[config.mk]
export PLATFORM = sky130hd
export DESIGN_NAME = writeback_unit
export DESIGN_NICKNAME = d
export VERILOG_FILES = /design/src/rtl/writeback_unit.sv
export SDC_FILE = /design/constraint.sdc
export NUM_CORES = 1
export LEC_CHECK = 0
export CORE_ASPECT_RATIO = 0.75
export CORE_MARGIN = 2
export CORE_UTILIZATION = 50
export DETAILED_ROUTE_END_ITERATION = 10
export GPL_ROUTABILITY_DRIVEN = 0
export PLACE_DENSITY = 0.93
export SYNTH_ARGS = -nofsm -noshare
export SYNTH_HDL_FRONTEND = slang
export SYNTH_SLANG_ARGS = --single-unit
[constraint.sdc]
create_clock -name clk -period 5.5 [get_ports clk]
set_input_delay 1.1 -clock clk [delete_from_list [all_inputs] [get_ports clk]]
set_output_delay 1.1 -clock clk [all_outputs]
set_load 0.01 [all_outputs]
[src/rtl/writeback_unit.sv]
// Writeback stage: retires ALU results or aligned/extended load data onto the single registered
// register-file write port toward decode, and counts retired instructions.
module writeback_unit #(
  parameter int LOAD_TIMEOUT = 16,
  parameter int CNT_W        = 32
) (
  input  logic             clk,
  input  logic             rst,
  input  logic             mem_valid_i,
  output logic             mem_ready_o,
  input  logic             mem_reg_wr_i,
  input  logic [4:0]       mem_rd_id_i,
  input  logic             mem_to_reg_i,
  input  logic [2:0]       mem_op_i,
  input  logic [1:0]       mem_addr_lo_i,
  input  logic [31:0]      alu_result_i,
  input  logic             dmem_rvalid_i,
  input  logic [31:0]      dmem_rdata_i,
  output logic             WBtoDEC_REG_WRITE_EN_OUT,
  output logic [4:0]       WBtoDEC_REG_ID_OUT,
  output logic [31:0]      WBtoDEC_DATA_OUT,
  output logic [CNT_W-1:0] instret_o,
  output logic             load_err_o
);

  localparam int TW = (LOAD_TIMEOUT > 1) ? $clog2(LOAD_TIMEOUT) : 1;
  localparam logic [TW-1:0] TIMER_LAST = TW'(LOAD_TIMEOUT - 1);

  typedef enum logic {IDLE, WAIT_LOAD} state_t;

  state_t            state_q, state_d;
  logic [TW-1:0]     timer_q, timer_d;
  logic [4:0]        rd_id_q, rd_id_d;
  logic              reg_wr_q, reg_wr_d;
  logic [2:0]        mem_op_q, mem_op_d;
  logic [1:0]        addr_lo_q, addr_lo_d;
  logic              wen_q, wen_d;
  logic [4:0]        wid_q, wid_d;
  logic [31:0]       wdata_q, wdata_d;
  logic [CNT_W-1:0]  instret_q, instret_d;
  logic              err_q, err_d;
  logic              accept;

  function automatic logic [31:0] load_align(input logic [2:0]  op,
                                             input logic [1:0]  addr,
                                             input logic [31:0] rdata);
    logic [7:0]  b;
    logic [15:0] h;
    b = rdata[{addr, 3'b000} +: 8];
    h = addr[1] ? rdata[31:16] : rdata[15:0];
    case (op)
      3'b000:  return {{24{b[7]}}, b};
      3'b001:  return {{16{h[15]}}, h};
      3'b100:  return {24'd0, b};
      3'b101:  return {16'd0, h};
      default: return rdata;
    endcase
  endfunction

  assign mem_ready_o = (state_q == IDLE);
  assign accept      = mem_valid_i & mem_ready_o;

  always_comb begin
    state_d   = state_q;
    timer_d   = timer_q;
    rd_id_d   = rd_id_q;
    reg_wr_d  = reg_wr_q;
    mem_op_d  = mem_op_q;
    addr_lo_d = addr_lo_q;
    wen_d     = 1'b0;
    wid_d     = wid_q;
    wdata_d   = wdata_q;
    instret_d = instret_q;
    err_d     = err_q;
    case (state_q)
      IDLE: begin
        if (accept) begin
          if (mem_to_reg_i) begin
            state_d   = WAIT_LOAD;
            timer_d   = '0;
            rd_id_d   = mem_rd_id_i;
            reg_wr_d  = mem_reg_wr_i;
            mem_op_d  = mem_op_i;
            addr_lo_d = mem_addr_lo_i;
          end else begin
            wen_d     = mem_reg_wr_i & (mem_rd_id_i != 5'd0);
            instret_d = instret_q + CNT_W'(1);
            if (wen_d) begin
              wid_d   = mem_rd_id_i;
              wdata_d = alu_result_i;
            end
          end
        end
      end
      WAIT_LOAD: begin
        // a response arriving on the last allowed cycle still completes normally
        if (dmem_rvalid_i) begin
          state_d   = IDLE;
          wen_d     = reg_wr_q & (rd_id_q != 5'd0);
          instret_d = instret_q + CNT_W'(1);
          if (wen_d) begin
            wid_d   = rd_id_q;
            wdata_d = load_align(mem_op_q, addr_lo_q, dmem_rdata_i);
          end
        end else if (timer_q == TIMER_LAST) begin
          state_d = IDLE;
          err_d   = 1'b1;
        end else begin
          timer_d = timer_q + TW'(1);
        end
      end
      default: state_d = IDLE;
    endcase
  end

  always_ff @(posedge clk or posedge rst) begin
    if (rst) begin
      state_q   <= IDLE;
      timer_q   <= '0;
      rd_id_q   <= '0;
      reg_wr_q  <= 1'b0;
      mem_op_q  <= '0;
      addr_lo_q <= '0;
      wen_q     <= 1'b0;
      wid_q     <= '0;
      wdata_q   <= '0;
      instret_q <= '0;
      err_q     <= 1'b0;
    end else begin
      state_q   <= state_d;
      timer_q   <= timer_d;
      rd_id_q   <= rd_id_d;
      reg_wr_q  <= reg_wr_d;
      mem_op_q  <= mem_op_d;
      addr_lo_q <= addr_lo_d;
      wen_q     <= wen_d;
      wid_q     <= wid_d;
      wdata_q   <= wdata_d;
      instret_q <= instret_d;
      err_q     <= err_d;
    end
  end

  assign WBtoDEC_REG_WRITE_EN_OUT = wen_q;
  assign WBtoDEC_REG_ID_OUT       = wid_q;
  assign WBtoDEC_DATA_OUT         = wdata_q;
  assign instret_o                = instret_q;
  assign load_err_o               = err_q;

endmodule

==> key figures, run 1 <==
Synth
  – Synth Net Count: 527
  – Synth Area in Simple Gates: 19.0%
  – YS warnings: 0
  – Register area share after synthesis: 47.9%
  – Post-synthesis mux area share: 9.31%
  – Adder-cell area share of the yosys netlist: 0.551%
  – Synth Area in XOR/XNOR: 6.17%
  – Largest family of logic cells by synthesized area: simple AND/OR/NAND/NOR gates
  – Syn Area/Cell: 10.2 µm²
  – Flops & latches, synth: 87
  – Synth Area in Compound Gates: 13.6%
  – Post-Synthesis Cells: 445
  – Post-synthesis cell type count: 53
  – Synthesized area: 4540 µm²

Pwr
  – Pwr dens: 372 nW/µm²
  – Cell-internal power: 0.00159 W
  – Switching power total: 0.000785 W
  – Flop pwr share: 40.5%
  – Leak Pwr: 2.70 nW
  – Peak supply drop: 0.000192 V
  – Combinational share of power: 34.9%
  – Switching part of the total: 33.1%
  – Clock power frac: 24.6%

Route
  – Detail Route Antenna Nets: 0
  – DRT Pass-1 Iters: 6
  – Routed wire per std cell: 19.9 µm
  – Via Count: 4317
  – DR DRC count: 0
  – WL final: 13.9 mm
  – DR iter-0 viols: 409
  – Number of vias per cell: 6.18

Global routing
  – Vias in the first global route: 4239
  – All-Layer GR Usage: 28.6%
  – First-pass GRT wire length: 22.0 mm
  – Gr ovfl total: 0
  – Initial antenna violation count: 0
  – Largest net degree at the start of global routing: 48

Run
  – Max-cap violations: 0

Floorplanning
  – Die area: 9870 µm²
  – I/O pin count: 152
  – Placement Rows: 30
  – Initial Util: 50.9%
  – Chip height: 86.6 µm
  – Total core area: 8930 µm²
  – Die width: 114 µm

Min path
  – Hold Crit Class: reg2reg

Final layout
  – Antenna cells: 0
  – Post-route cell area: 6380 µm²
  – NumNets Final: 665
  – Area grow syn2layout: 40.4%
  – Commonest non-fill, non-tap cell in the layout: clkdlybuf4s50_1
  – Most frequent cells in the layout: clkdlybuf4s50_1 (151), dfrtp_1 (87), nor3_1 (34)
  – Layout cells sized above 1: 7.33%

Timing
  – Worst Tran Pin Value: 1.11 ns
  – Final setup violation count: 0
  – Min cycle time layout: 3.61 ns
  – Period utilization: 65.7%
  – Max_slew headroom: 25.7%
  – FMAX: 277 MHz
  – Final setup TNS: 0 ns
  – Slew Limit Fails: 0
  – Layout Skew: 0.00898 ns
  – Fin. Hold Viols: 0
  – RSZ-0062 raised after global routing: false

Placement
  – Port bufs: 151
  – Placed Area: 6100 µm²
  – Dpl hpwl: 10.2 mm

Clock tree
  – Hold buffer count at cts: 0
  – CTS root buf: clkbuf_16
  – Clk buf depth: 2
  – Clock sink count: 87
  – Worst-path clk slew: 0.07 ns
  – Total setup buffers inserted after CTS: 0
  – Worst skew pair latency: 0.34 ns
  – TritonCTS buffer count: 9
  – Post_cts resized: 0
  – CTS tree: built
  – # H-tree levels: 3

Worst setup path
  – Worst-path cell chain: clkdlybuf4s50_1, or4_1, o211a_1, nor2_2, inv_2, mux2_1
  – Crit path kind: in2reg
  – Startpoint type of the worst setup path: input pin
  – CP Max Fanout: 26
  – Crit path max-delay cell type: or4_1
  – CP top delay family: simple AND/OR/NAND/NOR gates
  – Largest stage delay on the critical path: 0.56 ns
  – WP data arrival: 3.83 ns
  – Worst Setup End Kind: register
  – Worst EP required: 5.71 ns
  – Worst Path Buf+Inv: 2

Status
  – Status: finished clean
==> cells by family (layout without fill, tap and decap cells) <==
logic type / count (synthesis) / in the layout
AO/OA/AOI/OAI: 86 / 86
XOR/XNOR: 32 / 32
adder cells (fa/ha/maj): 2 / 2
buffers and inverters: 37 / 179
flip-flops: 87 / 87
multiplexers: 40 / 40
AND/OR/NAND/NOR: 161 / 161
==> cell type report <==
class	count	area, µm²
clock inverters	5	41.3
repair buffers	154	1530
inverters	10	38.8
flip-flops and latches	87	2180
well taps	112	140
multi-input cells	321	2210
fillers	635	2550
clock buffers	10	239
==> cell usage after synthesis, drive strengths merged <==
| library cell | instances | area share [%] |
|---|---|---|
| a2111o | 1 | 0.25 |
| a2111oi | 7 | 1.3 |
| a21boi | 1 | 0.17 |
| a21oi | 9 | 0.99 |
| a222oi | 1 | 0.22 |
| a22oi | 16 | 2.6 |
| a2bb2oi | 1 | 0.19 |
| a311oi | 1 | 0.19 |
| a31oi | 18 | 2.5 |
| and2 | 9 | 1.2 |
| and3 | 6 | 0.83 |
| and4 | 1 | 0.19 |
| buf | 9 | 1.2 |
| clkbuf | 18 | 1.5 |
| dfrtp | 87 | 48 |
| ha | 2 | 0.55 |
| inv | 10 | 0.83 |
| mux2 | 18 | 4.5 |
| mux2i | 22 | 4.8 |
| nand2 | 26 | 2.1 |
| nand2b | 11 | 1.5 |
| nand3 | 21 | 2.4 |
| nand3b | 8 | 1.3 |
| nand4 | 8 | 1.1 |
| nor2 | 20 | 1.7 |
| nor2b | 3 | 0.41 |
| nor3 | 35 | 4.0 |
| nor3b | 3 | 0.61 |
| nor4 | 5 | 0.69 |
| o2111ai | 3 | 0.58 |
| o211a | 2 | 0.44 |
| o211ai | 3 | 0.50 |
| o21ai | 7 | 0.77 |
| o21bai | 1 | 0.17 |
| o221ai | 6 | 1.2 |
| o22ai | 1 | 0.14 |
| o311ai | 1 | 0.19 |
| o31ai | 7 | 1.2 |
| or2 | 1 | 0.14 |
| or3 | 1 | 0.14 |
| or4 | 3 | 0.58 |
| xnor2 | 9 | 1.7 |
| xor2 | 23 | 4.4 |
==> per-stage QoR <==
stage,power (W),std cells,util [%],worst slack (ns),hold WS (ns)
2_1_floorplan,0.00132,445,-,2.15,0.479
3_3_place_gp,0.00175,684,68.3,1.67,0.459
3_5_place_dp,0.00179,684,68.3,1.61,0.464
4_1_cts,0.00237,699,71.4,1.92,0.485
5_1_grt,0.00249,699,71.4,1.67,0.501
6_report,0.00237,699,71.4,1.89,0.483
==> per-layer routing <==
metal / up-vias / GRT usage, % / share of wire (%)
met2: 236 / 45.1 / 48
met3: 42 / 4.69 / 7.1
li1: 1935 / - / -
met4: 0 / 10.1 / 2.7
met5: - / 0 / 0
met1: 2104 / 40.4 / 42
==> power groups by stage <==
stage	logic, W	clock network, W	registers (W)
finish	0.000829	0.000583	0.000961
global route	0.000892	0.000610	0.000984
CTS	0.000828	0.000587	0.000957
detailed placement	0.000823	0	0.000966
global placement	0.000793	0	0.000954
floorplan	0.000343	0	0.000981
==> final timing paths <==
path / slack, ns / cells after the start / startpoint / to
worst max register to register: 2.32 / 5 / state_q / WBtoDEC_DATA_OUT[3]
worst max-delay path: 1.89 / 6 / mem_rd_id_i[1] / WBtoDEC_DATA_OUT[2]
worst min register to register: 0.48 / 1 / instret_o[31] / instret_o[31]
min in group asynchronous: 1.19 / 2 / rst / instret_o[28]
max in group asynchronous: 3.25 / 3 / rst / instret_o[1]
worst min-delay path: 0.48 / 1 / instret_o[31] / instret_o[31]
==> registers in the layout (all words and copies together), names as in the netlist <==
name and cells:
addr_lo_q 2, timer_q 4, reg_wr_q 1, load_err_o 1, state_q 1, mem_op_q 3, rd_id_q 5, WBtoDEC_REG_WRITE_EN_OUT 1
WBtoDEC_REG_ID_OUT 5, WBtoDEC_DATA_OUT 32, instret_o 32
Power figures use the tool's default switching activity.
==> run 2: changes to the inputs <==
--- a/config.mk
+++ b/config.mk
@@ -7,10 +7,10 @@
 export LEC_CHECK = 0
 export CORE_ASPECT_RATIO = 0.75
 export CORE_MARGIN = 2
-export CORE_UTILIZATION = 50
+export CORE_UTILIZATION = 42
 export DETAILED_ROUTE_END_ITERATION = 10
 export GPL_ROUTABILITY_DRIVEN = 0
-export PLACE_DENSITY = 0.93
+export PLACE_DENSITY = 0.84
 export SYNTH_ARGS = -nofsm -noshare
 export SYNTH_HDL_FRONTEND = slang
 export SYNTH_SLANG_ARGS = --single-unit
==> constraint.sdc (replaced) <==
create_clock -name clk -period 3.2 [get_ports clk]
set_input_delay 0.64 -clock clk [delete_from_list [all_inputs] [get_ports clk]]
set_output_delay 0.64 -clock clk [all_outputs]
set_load 0.01 [all_outputs]
==> run 2 against run 1 <==
  * Clock-buffer cell count stayed put
  * Register-to-register slack worse by 1.9 ns
  * Design area is 1.4% higher
  * Core utilization is 9.3 points lower
  * Sequential cell count stayed put
  * Setup slack worse by 1.5 ns
  * Clock power is 67% higher
  * Sequential share of layout area is 0.47 points lower
  * Die area is 18% higher
  * Combinational power is 74% higher
  * Global-route usage is 3.7 points lower
  * Clock skew is 0.0036 ns higher
  * Critical endpoint is now WBtoDEC_DATA_OUT[24]
==> key figures, run 2 (same netlist as run 1, synthesis figures left out) <==
Global routing
  – All-Layer GR Usage: 24.8% (-3.7 points)
  – Largest net degree at the start of global routing: 43 (-10%)
  – Met1 usage: 34.8% (-5.6 points)
  – Global-route track usage on met3: 6.61% (+1.9 points)
  – Vias in the first global route: 4217 (-0.52%)
  – Gr ovfl total: 0 (unchanged)
  – GRT Max-Usage Layer: met2
  – Met2 GRT Util: 38.2% (-6.9 points)
  – Initial antenna violation count: 0 (unchanged)
  – First-pass GRT wire length: 22.2 mm (+0.81%)

Final layout
  – Layout cells sized above 1: 8.40% (+1.1 points)
  – Commonest non-fill, non-tap cell in the layout: clkdlybuf4s50_1
  – NumNets Final: 672 (+1.1%)
  – Antenna cells: 0 (unchanged)
  – Area grow syn2layout: 42.4%
  – Most frequent cells in the layout: clkdlybuf4s50_1 (151), dfrtp_1 (87), nor3_1 (34)

Timing
  – Max_slew headroom: 18.0% (-7.7 points)
  – Fin. Hold Viols: 0 (unchanged)
  – FMAX: 356 MHz
  – Final setup TNS: 0 ns (unchanged)
  – Slew Limit Fails: 0 (unchanged)
  – Period utilization: 87.8%
  – Final setup violation count: 0 (unchanged)
  – Layout Skew: 0.0125 ns (+0.00355 ns)
  – Worst Tran Pin Value: 1.22 ns (+0.115 ns)
  – RSZ-0062 raised after global routing: false
  – Min cycle time layout: 2.81 ns

Placement
  – Dpl hpwl: 10.8 mm (+5.3%)
  – Port bufs: 151 (unchanged)

Pwr
  – Leak Pwr: 2.74 nW (+1.2%)
  – Power, Total: 0.00404 W (+70%)
  – Peak supply drop: 0.000292 V (+53%)
  – Pwr dens: 625 nW/µm² (+68%)

Floorplanning
  – Placement Rows: 32 (+6.7%)
  – Initial Util: 43.6% (-7.2 points)
  – Chip height: 94.1 µm (+8.7%)
  – Die width: 124 µm (+8.8%)
  – Die area: 11700 µm² (+18%)
  – Total core area: 10400 µm² (+17%)
  – I/O pin count: 152 (unchanged)

Route
  – Routed wire per std cell: 19.4 µm (-2.6%)
  – Via Count: 4201 (-2.7%)
  – DR iter-0 viols: 396 (-3.2%)
  – WL final: 14.2 mm (+1.9%)
  – Number of vias per cell: 5.75 (-6.9%)
  – DR DRC count: 0 (unchanged)
  – Detail Route Antenna Nets: 0 (unchanged)
  – DRT Pass-1 Iters: 4 (-2)

Worst setup path
  – WP data arrival: 3.06 ns (-0.77 ns)
  – CP Max Fanout: 31 (+19%)
  – Worst Setup End Kind: register
  – Largest stage delay on the critical path: 0.95 ns (+0.39 ns)
  – R2r startpoint: state_q
  – Critical Path Start: state_q
  – Crit path max-delay cell type: nor2_1
  – Crit path kind: reg2reg
  – Startpoint type of the worst setup path: register
  – Worst EP required: 3.45 ns (-2.26 ns)
  – Worst-path cell chain: inv_1, buf_4, nor2_1, a22oi_1, a31oi_1
  – R2r setup slk: 0.39 ns (-1.93 ns)
  – Reg2reg path depth: 5 (unchanged)
  – FF-to-FF End: WBtoDEC_DATA_OUT[24]

Clock tree
  – Total setup buffers inserted after CTS: 0 (unchanged)
  – Clk buf depth: 2 (unchanged)
  – Hold buffer count at cts: 0 (unchanged)
  – CTS tree: built
  – Clock sink count: 87 (unchanged)
  – # H-tree levels: 3 (unchanged)
  – Worst-path clk slew: 0.07 ns (about the same)
  – Worst skew pair latency: 0.34 ns (about the same)
  – TritonCTS buffer count: 9 (unchanged)
  – CTS root buf: clkbuf_16
  – Post_cts resized: 0 (unchanged)

Min path
  – Hold Crit Class: reg2reg
  – Hold_sp: instret_o[18]
  – Hold Path End: instret_o[18]
  – Hold Crit Depth: 1 (unchanged)

Run
  – Max-cap violations: 0 (unchanged)

Status
  – Status: finished clean
-- run 2: cell count changes in the layout (fill, tap and decap cells not counted) --
| cell | change |
|---|---|
| buf_4 | +6 |
| buf_12 | +1 |
| clkbuf_1 | +1 |
| clkbuf_8 | -1 |
| clkinv_2 | +1 |
| clkinvlp_4 | +1 |
| inv_6 | -1 |
-- run 2: metal layers --
metal / wire, µm / vias to the layer above / part of all wire [%]
met4: 197 / 0 / 1.4
met1: 6230 / 2073 / 44
met3: 966 / 21 / 6.8
met5: 0 / - / 0
met2: 6780 / 168 / 48
li1: - / 1939 / -
-- run 2: how the worst max path moves through the flow --
stage,endpoint,depth (start not counted)
6_report,WBtoDEC_DATA_OUT[24],5
5_1_grt,WBtoDEC_DATA_OUT[24],5
4_1_cts,WBtoDEC_DATA_OUT[24],5
3_5_place_dp,WBtoDEC_DATA_OUT[2],6
3_3_place_gp,WBtoDEC_DATA_OUT[2],6
2_1_floorplan,WBtoDEC_DATA_OUT[0],1
-- run 2: cell type report --
| cell class | instances | area, µm² |
|---|---|---|
| timing repair buffer | 161 | 1600 |
| sequential | 87 | 2180 |
| clock buffer | 10 | 229 |
| multi-input combinational | 321 | 2210 |
| fill | 838 | 3940 |
| inverter | 10 | 38.8 |
| tap | 136 | 170 |
| clock inverter | 6 | 45.0 |
-- run 2: stage by stage --
step / instance area, µm² / util (%) / instances / hold slack, ns / setup WS, ns
after floorplan: 4540 / - / 445 / 0.479 / 0.310
after global placement: 6190 / 59.5 / 715 / 0.460 / 0.506
after detailed placement: 6190 / 59.5 / 715 / 0.489 / 0.440
after CTS: 6470 / 62.1 / 731 / 0.502 / 0.522
after global routing: 6470 / 62.1 / 731 / 0.516 / 0.175
final: 6470 / 62.1 / 731 / 0.493 / 0.392
-- run 2: where the power goes --
| group | switching (W) | leakage, nW | internal [W] |
|---|---|---|---|
| logic | 0.000629 | 1.54 | 0.000810 |
| registers | 0.000255 | 1.07 | 0.00138 |
| clock network | 0.000442 | 0.125 | 0.000529 |
-- run 2: worst max-delay path, delay by kind of cell, from the launching register on --
| family | cells | cell delay (ns) |
|---|---|---|
| buf+inv | 2 | 0.60 |
| simple gates | 1 | 0.95 |
| compound gates | 2 | 0.49 |
| flops | 1 | 0.67 |
